--- src/rtl/uart_pkg.sv ---
// Shared UART definitions: receiver FSM states and frame constants.
package uart_pkg;

    localparam int unsigned UART_DATA_BITS            = 8;
    localparam int unsigned UART_DEFAULT_CLKS_PER_BIT = 208;

    typedef enum logic [2:0] {
        IDLE,
        START,
        DATA,
        PARITY,
        STOP,
        WAIT_IDLE
    } rx_state_e;

endpackage

--- src/rtl/uart_rx_sync.sv ---
// Two-flop synchronizer for asynchronous pin inputs, with a selectable reset value.
module uart_rx_sync #(
    parameter logic RESET_VAL = 1'b1
) (
    input  logic clk,
    input  logic reset,
    input  logic d_i,
    output logic q_o
);

    logic meta_q;
    logic sync_q;

    always_ff @(posedge clk) begin
        if (!reset) begin
            meta_q <= RESET_VAL;
            sync_q <= RESET_VAL;
        end else begin
            meta_q <= d_i;
            sync_q <= meta_q;
        end
    end

    assign q_o = sync_q;

endmodule

--- src/rtl/uart_rx.sv ---
// 8N1 UART receiver with mid-bit sampling and a valid/ready holding register.
// Define UART_RX_PARITY_EN to add an even parity bit and the parity_err output.
module uart_rx
    import uart_pkg::*;
#(
    parameter int unsigned CLKS_PER_BIT = UART_DEFAULT_CLKS_PER_BIT
) (
    input  logic       clk,
    input  logic       reset,
    input  logic       rx,
    output logic [7:0] data,
    output logic       valid,
    input  logic       ready,
    output logic       frame_err,
    output logic       overrun
`ifdef UART_RX_PARITY_EN
    ,
    output logic       parity_err
`endif
);

    localparam int unsigned CNT_W = $clog2(CLKS_PER_BIT);
    localparam logic [CNT_W-1:0] HALF_M1 = CNT_W'(CLKS_PER_BIT / 2 - 1);
    localparam logic [CNT_W-1:0] FULL_M1 = CNT_W'(CLKS_PER_BIT - 1);
    localparam logic [2:0]       LAST_IDX = 3'(UART_DATA_BITS - 1);

    if (CLKS_PER_BIT < 4) begin : g_bad_cfg
        $error("uart_rx: CLKS_PER_BIT must be >= 4");
    end

    logic rxs;

    uart_rx_sync #(.RESET_VAL(1'b1)) u_sync (
        .clk   (clk),
        .reset (reset),
        .d_i   (rx),
        .q_o   (rxs)
    );

    rx_state_e                 state_q, state_d;
    logic [CNT_W-1:0]          cnt_q, cnt_d;
    logic [2:0]                idx_q, idx_d;
    logic [UART_DATA_BITS-1:0] shift_q, shift_d;
    logic [7:0]                data_q, data_d;
    logic                      valid_q, valid_d;
    logic                      frame_err_q, frame_err_d;
    logic                      overrun_q, overrun_d;
    logic                      tick;
    logic                      deliver;
`ifdef UART_RX_PARITY_EN
    logic                      par_bad_q, par_bad_d;
    logic                      parity_err_q, parity_err_d;
`endif

    always_ff @(posedge clk) begin
        if (!reset) begin
            state_q     <= IDLE;
            cnt_q       <= '0;
            idx_q       <= '0;
            shift_q     <= '0;
            data_q      <= '0;
            valid_q     <= 1'b0;
            frame_err_q <= 1'b0;
            overrun_q   <= 1'b0;
`ifdef UART_RX_PARITY_EN
            par_bad_q    <= 1'b0;
            parity_err_q <= 1'b0;
`endif
        end else begin
            state_q     <= state_d;
            cnt_q       <= cnt_d;
            idx_q       <= idx_d;
            shift_q     <= shift_d;
            data_q      <= data_d;
            valid_q     <= valid_d;
            frame_err_q <= frame_err_d;
            overrun_q   <= overrun_d;
`ifdef UART_RX_PARITY_EN
            par_bad_q    <= par_bad_d;
            parity_err_q <= parity_err_d;
`endif
        end
    end

    always_comb begin
        state_d     = state_q;
        cnt_d       = cnt_q;
        idx_d       = idx_q;
        shift_d     = shift_q;
        data_d      = data_q;
        valid_d     = valid_q;
        frame_err_d = 1'b0;
        overrun_d   = 1'b0;
        deliver     = 1'b0;
`ifdef UART_RX_PARITY_EN
        par_bad_d    = par_bad_q;
        parity_err_d = 1'b0;
`endif
        tick = (cnt_q == '0);
        if (!tick) cnt_d = cnt_q - 1'b1;
        if (valid_q && ready) valid_d = 1'b0;

        case (state_q)
            IDLE: begin
                if (!rxs) begin
                    cnt_d   = HALF_M1;
                    state_d = START;
                end
            end
            START: begin
                if (tick) begin
                    if (rxs) begin
                        state_d = IDLE;
                    end else begin
                        cnt_d   = FULL_M1;
                        idx_d   = '0;
                        state_d = DATA;
                    end
                end
            end
            DATA: begin
                if (tick) begin
                    shift_d[idx_q] = rxs;
                    idx_d          = idx_q + 3'd1;
                    cnt_d          = FULL_M1;
                    if (idx_q == LAST_IDX) begin
`ifdef UART_RX_PARITY_EN
                        state_d = PARITY;
`else
                        state_d = STOP;
`endif
                    end
                end
            end
`ifdef UART_RX_PARITY_EN
            PARITY: begin
                if (tick) begin
                    par_bad_d = rxs ^ (^shift_q);
                    cnt_d     = FULL_M1;
                    state_d   = STOP;
                end
            end
`endif
            STOP: begin
                // Leave at mid-stop so a following start edge is seen immediately.
                if (tick) begin
                    if (rxs) begin
                        deliver = 1'b1;
                        state_d = IDLE;
                    end else begin
                        frame_err_d = 1'b1;
                        state_d     = WAIT_IDLE;
                    end
                end
            end
            WAIT_IDLE: begin
                if (rxs) state_d = IDLE;
            end
            default: state_d = IDLE;
        endcase

        // A same-cycle handshake frees the holding register for the new byte.
        if (deliver) begin
            if (!valid_q || ready) begin
                data_d  = shift_q;
                valid_d = 1'b1;
`ifdef UART_RX_PARITY_EN
                parity_err_d = par_bad_q;
`endif
            end else begin
                overrun_d = 1'b1;
            end
        end
    end

    assign data      = data_q;
    assign valid     = valid_q;
    assign frame_err = frame_err_q;
    assign overrun   = overrun_q;
`ifdef UART_RX_PARITY_EN
    assign parity_err = parity_err_q;
`endif

endmodule

--- config.mk ---
export PLATFORM = sky130hd
export DESIGN_NAME = uart_rx
export DESIGN_NICKNAME = d
export VERILOG_FILES = /design/src/rtl/uart_pkg.sv /design/src/rtl/uart_rx_sync.sv /design/src/rtl/uart_rx.sv
export SDC_FILE = /design/constraint.sdc
export NUM_CORES = 1
export LEC_CHECK = 0
export ABC_AREA = 0
export CORE_ASPECT_RATIO = 1.25
export CORE_MARGIN = 2
export CORE_UTILIZATION = 57
export DETAILED_ROUTE_END_ITERATION = 7
export MAX_ROUTING_LAYER = met4
export PLACE_DENSITY = 0.79
export REMOVE_ABC_BUFFERS = 1
export SYNTH_ARGS = -nofsm -noshare
export SYNTH_HDL_FRONTEND = slang
export SYNTH_SLANG_ARGS = --single-unit
--- constraint.sdc ---
create_clock -name clk -period 2.9 [get_ports clk]
set_clock_uncertainty 0.05 [all_clocks]
set_input_delay 0.435 -clock clk [delete_from_list [all_inputs] [get_ports clk]]
set_output_delay 0.435 -clock clk [all_outputs]
set_load 0.05 [all_outputs]
==> results of run 1 <==
worst register-to-register path: stages, from the launching register on:
cell and delay, ps:
dfxtp_1 360, inv_1 70, ha_1 190, or3b_2 570, nor2_4 190, inv_2 120, ha_1 310, nor2b_1 40
a2111oi_0 430, o221a_2 260
final timing paths:
path / to / startpoint / cells past startpoint / slack, ps
hold / removal: u_sync.q_o$_SDFF_PN1_ / u_sync.meta_q$_SDFF_PN1_ / 1 / 370
hold reg to reg: u_sync.q_o$_SDFF_PN1_ / u_sync.meta_q$_SDFF_PN1_ / 1 / 370
setup reg to reg: cnt_q[0]$_SDFF_PN0_ / cnt_q[0]$_SDFF_PN0_ / 9 / 250
setup / recovery: cnt_q[0]$_SDFF_PN0_ / cnt_q[0]$_SDFF_PN0_ / 9 / 250
area by class of cell:
class | count | area [um2] | area share [%]
Clock inverter | 1 | 5.005 | 0.2509
Inverter | 5 | 18.77 | 0.9410
Clock buffer | 7 | 45.04 | 2.258
Multi-Input combinational cell | 144 | 1012 | 50.75
Tap cell | 36 | 45.04 | 2.258
Sequential cell | 35 | 700.7 | 35.13
Timing Repair Buffer | 16 | 167.7 | 8.407
cells in the mapped netlist, types with 3 or more instances:
master	number	area (um2)
dfxtp_1	35	700.7
mux2i_1	19	190.2
nor2b_1	15	93.84
nand2_1	14	52.55
clkbuf_1	11	41.29
nor2_1	9	33.78
nand2b_1	7	43.79
nor3_1	7	35.03
o21ai_0	7	35.03
nand3_1	6	30.03
a21oi_1	5	25.02
nand3b_1	5	37.54
o21a_1	5	37.54
ha_1	4	50.05
inv_1	4	15.01
nor4_1	4	25.02
and3_1	3	18.77
kinds of logic (layout without fill, tap and decap cells):
| logic type | Yosys count | after routing |
|---|---|---|
| simple gates | 84 | 84 |
| flops | 35 | 35 |
| compound gates | 32 | 32 |
| mux | 20 | 20 |
| buf+inv | 20 | 29 |
| fa+ha+maj | 4 | 4 |
| xor+xnor | 4 | 4 |
metrics by stage:
step / util (%) / power (uW) / hold WS (ps)
after global routing: 67.09 / 1553 / 402.1
final: 67.09 / 1451 / 374.1
after floorplan: - / 1061 / 336.3
after CTS: 67.09 / 1459 / 380.5
after detailed placement: 65.40 / 1204 / 354.6
after global placement: 65.40 / 1166 / 338.7
layout by cell type, fill, tap and decap left out, drive strengths merged, types with 2 or more instances in the layout:
cell type,Yosys,layout
nand2,14,14
clkbuf,11,7
buf,4,2
nand3b,5,5
nor2b,15,15
o211ai,2,2
o21ai,7,7
nor4,5,5
xnor2,2,2
a21oi,5,5
nor3,7,7
and3,3,3
nand4,2,2
dfxtp,35,35
xor2,2,2
nor4b,2,2
ha,4,4
nor3b,2,2
o21a,5,5
clkdlybuf4s50,0,14
nand3,6,6
a22oi,2,2
mux2i,19,19
or3,2,2
nor2,10,10
inv,5,5
nand2b,7,7
a2111oi,2,2
layer usage:
layer	share of wire [%]	vias up	GRT usage, %
li1	-	730	-
met1	42	710	26.75
met2	51	36	38.40
met3	3.6	11	5.830
met4	3.0	0	17.19
met5	0	-	-
power by group through the flow:
stage	logic [uW]	registers (uW)	clock network [uW]
global route	640	635	278
detailed placement	572	632	0
floorplan	450	612	0
CTS	574	621	264
finish	575	623	252
global placement	542	624	0
flip-flops by register name, summed over array words and instances (netlist names):
signal         count
cnt_q              8
data               8
shift_q            8
idx_q              3
state_q            3
frame_err          1
overrun            1
u_sync.meta_q      1
u_sync.q_o         1
valid              1
==> metrics.md, run 1 <==
| Metric | Value |
|---|---|
| Delay-heaviest family, CP | `simple AND/OR/NAND/NOR gates` |
| # rows | `22` |
| Lkg Pwr | `0.0007550 uW` |
| Post-synth EDFFs | `0` |
| Main combinational cell family by area after synthesis | `simple AND/OR/NAND/NOR gates` |
| Layout cell share with drive strength beyond 1 | `7.692%` |
| DP Cell Count | `236` |
| Placement Cell Area | `around 1900 um2` |
| Nets | `roughly 220` |
| Fmax | `~0.38 GHz` |
| Compound-Gate Fraction of Synth Area | `12.49%` |
| Worst Setup Path Type | `flip-flop to flip-flop` |
| Count of cell types in the netlist | `45` |
| Critical Path RT | `3150 ps` |
| Mapped Area | `1803 um2` |
| Clk root buf | `clkbuf_4` |
| Max clock buf depth | `2` |
| Final min period | `between 2000 and 3000 ps` |
| Tcrit/Tclk final | `about 90%` |
| Number of CTS-inserted buffers | `5` |
| Vias per cell | `just over 6` |
| Design area | `about 2000 um2` |
| Gr ovfl total | `0` |
| Non-Filler Instances | `244` |
| Sequential power share | `between 40% and 50%` |
| Post-Route Setup TNS | `0 ps` |
| Xor/xnor cell area share of the yosys netlist | `around 1.9%` |
| Die Wd | `between 50 and 60 um` |
| Hold buffer count at cts | `0` |
| CP endpoint kind | `flip-flop` |
| Drt first pass iters | `4` |
| Cells after Synth | `about 200` |
| All-Layer GR Usage | `around 25%` |
| Post-route DRC | `0` |
| Setup violators final | `0` |
| Cell Pwr Density | `727.6 nW/um2` |
| Post-route ant nets | `0` |
| Max Slew Vio Count | `0` |
| Core area | `between 2000 and 3000 um2` |
| Net Sw Frac | `around 40%` |
| Number of port buffers | `14` |
| Final worst setup slack | `around 250 ps` |
| Initial core utilization | `about three fifths` |
| RSZ-0062 raised after global routing | `no` |
| Clock power share | `between 10% and 20%` |
| Clk slew on worst S/H paths | `around 100 ps` |
| Wire per inst | `around 15 um` |
| Count of state elements after synthesis | `35` |
| H-tree depth | `2` |
| Fill count | `about 250` |
| Internal | `between 800 and 900 uW` |
| Area Overhead vs Synth | `10.62%` |
| GP Congestion | `0.8263` |
| Avg Inst Size Synth | `approximately 9.1 um2` |
| CP max-delay cell | `or3b_2` |
| Top_reg_cell synth | `dfxtp_1` |
| Worst-Skew Late Latency | `between 300 and 400 ps` |
| WP data arrival | `roughly 2900 ps` |
| Post-CTS Repair Setup Buffers | `0` |
| Measured slew at the worst slew-check pin | `between 700 and 800 ps` |
| Sequential area share after synthesis | `38.86%` |
| Crit path buffers/inverters | `2` |
| CP Launch Type | `flip-flop` |
| Adder-Cell Fraction of Synth Area | `between 2 and 3%` |
| Hold crit path type | `flip-flop to flip-flop` |
| Post-synthesis mux area share | `between 10% and 20%` |
| Combinational power share | `roughly two fifths` |
| Sw power | `581.7 uW` |
| Maxcap violations | `0` |
| Full die area | `3632 um2` |
| Initial antenna violation count | `0` |
| Peak fanout along the critical path | `10` |
| TritonCTS Sinks | `35` |
| Hold Fails Final Rpt | `0` |
| Yosys warning count | `0` |
| CP Cell Sequence | `inv_1 -> ha_1 -> or3b_2 -> nor2_4 -> inv_2 -> ha_1 -> nor2b_1 -> a2111oi_0 -> o221a_2` |
| Worst vdd ir | `approximately 0.00051 V` |
| Async set or reset register ratio after synthesis | `0%` |
| Largest net degree at the start of global routing | `24` |
| DR vias | `1487` |
| Post-cts repair resize count | `0` |
| Num ports | `15` |
| Die Y-Extent | `66.88 um` |
| CTS tree | `yes` |
| Cell mode on critical path | `ha_1` |
| Diode count | `0` |
| Status | `complete, no violations` |
| Final wirelength | `3645 um` |
| Worst slew margin | `~47%` |
| CP peak stage delay | `~570 ps` |
| Initial DRC Count | `17` |
| DP Wirelength | `2599 um` |
| First-pass GRT wire length | `roughly 6300 um` |
| Simple-gate share of the synthesized area | `around 28%` |
| Vias in the first global route | `1498` |
| Post-placement setup slack | `264.9 ps` |
No activity file was read; power rests on OpenSTA's default activity.
==> inputs of run 2 (changes only) <==
- CORE_UTILIZATION: 57 -> 56
- PLACE_DENSITY: 0.79 -> 0.78
- SYNTH_HIERARCHICAL: default -> 1
==> run 2 against run 1 <==
- area after synthesis down 3.4%
- register-to-register slack worse by 70 ps
- largest cell class unchanged
- clock power up 19%
- highest routed layer unchanged
- sequential share of layout area rose by 0.72 points
- first-iteration DRC count grew to 2.7 times the previous value
- core utilization is 0.73 points lower
- synthesized cell count is 4.0% lower
- sequential cell count unchanged
- cell count shrank 2.0%
- non-clock buffer count grew 3
==> metrics.md, run 2 <==
| Metric | Value |
|---|---|
| Design area | `1954 um2 (-2.0%)` |
| Count of cell types in the netlist | `47 (+4.4%)` |
| Final Power | `1402 uW (-3.4%)` |
| Vias in the first global route | `1352 (-9.7%)` |
| Setup violators final | `0 (unchanged)` |
| Mapped Area | `1742 um2 (-3.4%)` |
| Delay-heaviest family, CP | `simple AND/OR/NAND/NOR gates` |
| Worst Hold Launch | `u_sync/meta_q$_SDFF_PN1_` |
| First-pass GRT wire length | `6009 um (-5.1%)` |
| Measured slew at the worst slew-check pin | `603.0 ps (-185.5 ps)` |
| Nets | `210 (-2.3%)` |
| Post-route DRC | `0 (unchanged)` |
| Cells after Synth | `191 (-4.0%)` |
| CP max-delay cell | `or3b_2` |
| Initial antenna violation count | `0 (unchanged)` |
| CP Launch Type | `flip-flop` |
| Vias per cell | `6.088 (-0.10%)` |
| Post-route ant nets | `0 (unchanged)` |
| # rows | `22 (unchanged)` |
| Post-Route Setup TNS | `0 ps (unchanged)` |
| Area Overhead vs Synth | `12.21%` |
| Hold buffer count at cts | `0 (unchanged)` |
| Sequential area share after synthesis | `40.23% (+1.4 points)` |
| CP peak stage delay | `570 ps (about the same)` |
| Worst slew margin | `59.72% (+13 points)` |
| Wire per inst | `14.97 um (+0.22%)` |
| Post-CTS Repair Setup Buffers | `0 (unchanged)` |
| Crit path buffers/inverters | `3 (+1)` |
| CTS tree | `yes` |
| Number of CTS-inserted buffers | `5 (unchanged)` |
| DR vias | `1455 (-2.2%)` |
| Max clock buf depth | `2 (unchanged)` |
| WP data arrival | `2950 ps (+50 ps)` |
| Max Slew Vio Count | `0 (unchanged)` |
| Most common cell after layout, fill and taps aside | `dfxtp_1` |
| Count of state elements after synthesis | `35 (unchanged)` |
| Die Wd | `53.88 um (-0.78%)` |
| Final wirelength | `3578 um (-1.8%)` |
| RSZ-0062 raised after global routing | `no` |
| Maxcap violations | `0 (unchanged)` |
| Initial DRC Count | `46 (+29)` |
| CP endpoint kind | `flip-flop` |
| Synth top area cells | `dfxtp_1 (40%), mux2i_1 (8.6%), nor2_1 (4.7%)` |
| Most common library cells after synthesis | `dfxtp_1 (35), nor2_1 (22), mux2i_1 (15), nand2_1 (11)` |
| Core area | `2945 um2 (-0.93%)` |
| Sequential Area | `700.7 um2 (unchanged)` |
| GP Congestion | `0.8931 (+8.1%)` |
| Worst vdd ir | `0.0005136 V (+1.7%)` |
| Area of the multi-input gates | `943.4 um2 (-6.8%)` |
| Placement Cell Area | `1886 um2 (-3.0%)` |
| Final min period | `2720 ps (+69.46 ps)` |
| H-tree depth | `2 (unchanged)` |
| TritonCTS Sinks | `35 (unchanged)` |
| Async set or reset register ratio after synthesis | `0% (unchanged)` |
| Hold crit path type | `flip-flop to flip-flop` |
| Hold Fails Final Rpt | `0 (unchanged)` |
| Top-count cell post-synth | `dfxtp_1` |
| Die Y-Extent | `66.35 um (-0.79%)` |
| Peak fanout along the critical path | `13 (+3)` |
| Clk root buf | `clkbuf_4` |
| Worst-Skew Late Latency | `340 ps (about the same)` |
| Tcrit/Tclk final | `93.81% (+2.4 points)` |
| Top_reg_cell synth | `dfxtp_1` |
| DP Wirelength | `2570 um (-1.1%)` |
| Fill count | `232 (-7.9%)` |
| Full die area | `3575 um2 (-1.6%)` |
| Cell Pwr Density | `717.6 nW/um2 (-1.4%)` |
| Largest net degree at the start of global routing | `19 (-21%)` |
| Post-synth top area cell | `dfxtp_1` |
| Number of port buffers | `14 (unchanged)` |
| Worst Setup Path Type | `flip-flop to flip-flop` |
| Drt first pass iters | `4 (unchanged)` |
| Post-synth EDFFs | `0 (unchanged)` |
| Clk slew on worst S/H paths | `110 ps (about the same)` |
| Initial core utilization | `59.13% (-1.5 points)` |
| All-Layer GR Usage | `23.85% (-0.73 points)` |
| Yosys top cell area share | `40.23% (+1.4 points)` |
| Yosys warning count | `6 (+6)` |
| Post-placement setup slack | `244.3 ps (-20.63 ps)` |
| Num ports | `15 (unchanged)` |
| Gr ovfl total | `0 (unchanged)` |
| Status | `complete, no violations` |
| CP Cell Sequence | `inv_1 -> ha_1 -> or3b_2 -> nor2_4 -> inv_2 -> ha_1 -> inv_1 -> a22o_1 -> a221o_1 -> a21oi_1` |
| CP Launch Point | `cnt_q[0]$_SDFF_PN0_` |
| Layout cell share with drive strength beyond 1 | `12.32% (+4.6 points)` |
| Post-cts repair resize count | `0 (unchanged)` |
| Lkg Pwr | `0.0007836 uW (+3.8%)` |
| Most frequent cells in the layout | `dfxtp_1 (35), nor2_1 (22), mux2i_1 (15), clkdlybuf4s50_1 (14), nand2_1 (11)` |
| Reg-to-Reg Start | `cnt_q[0]$_SDFF_PN0_` |
| Diode count | `0 (unchanged)` |
| Final worst setup slack | `179.6 ps (-69.46 ps)` |
| Critical Path RT | `3130 ps (-20 ps)` |
| Avg Inst Size Synth | `9.119 um2 (+0.65%)` |
| Fmax | `0.3676 GHz (-2.6%)` |
## run 2: cell count changes after synthesis, moves of 3 or more
cell	before	now
nand2_1	14	11
nor4_1	4	7
and3_1	3	0
o21ai_0	7	2
nor2b_1	15	1
nor2_1	9	22
nor3b_1	2	5
nand3b_1	5	2
mux2i_1	19	15
a21oi_1	5	9
## run 2: where the power goes
group	internal, uW	switching [uW]
clock network	143	158
registers	524	49.8
logic	211	318
## run 2: routing by layer
metal	vias to the layer above	track usage, %	wire (um)
met3	11	6.335	135
met5	-	-	0
met1	695	27.45	1588
met2	34	37.04	1748
met4	0	12.82	106
li1	715	-	-
## run 2: per-stage QoR
step	hold WS, ps	cells	util [%]
after floorplan	336.3	176	-
after global placement	348.8	231	64.02
after detailed placement	360.2	231	64.02
after CTS	380.9	239	66.36
after global routing	407.2	239	66.36
final	373.4	239	66.36
## run 2: path summary, 6_finish.rpt
path | end | cells after the start | slack, ps
setup / recovery | cnt_q[0]$_SDFF_PN0_ | 10 | 180
hold / removal | u_sync/q_o$_SDFF_PN1_ | 1 | 370
setup reg to reg | cnt_q[0]$_SDFF_PN0_ | 10 | 180
hold reg to reg | u_sync/q_o$_SDFF_PN1_ | 1 | 370
## run 2: area by class of cell
class,instances,share of cell area [%]
well taps,36,2.305
repair buffers,19,9.091
clock buffers,8,3.521
flip-flops and latches,35,35.85
inverters,5,0.9603
multi-input cells,136,48.27
## run 2: logic make-up (layout without fill, tap and decap cells)
kind of cell	count (synthesis)	in the layout	share of synthesized area, %
AOI/OAI and AO/OA	32	32	14.44
xor gates and xnor gates	4	4	2.012
adders and majority gates	4	4	2.874
buffers and inverters	20	32	5.603
DFF	35	35	40.23
muxes	16	16	9.267
and+or+nand+nor	80	80	25.58
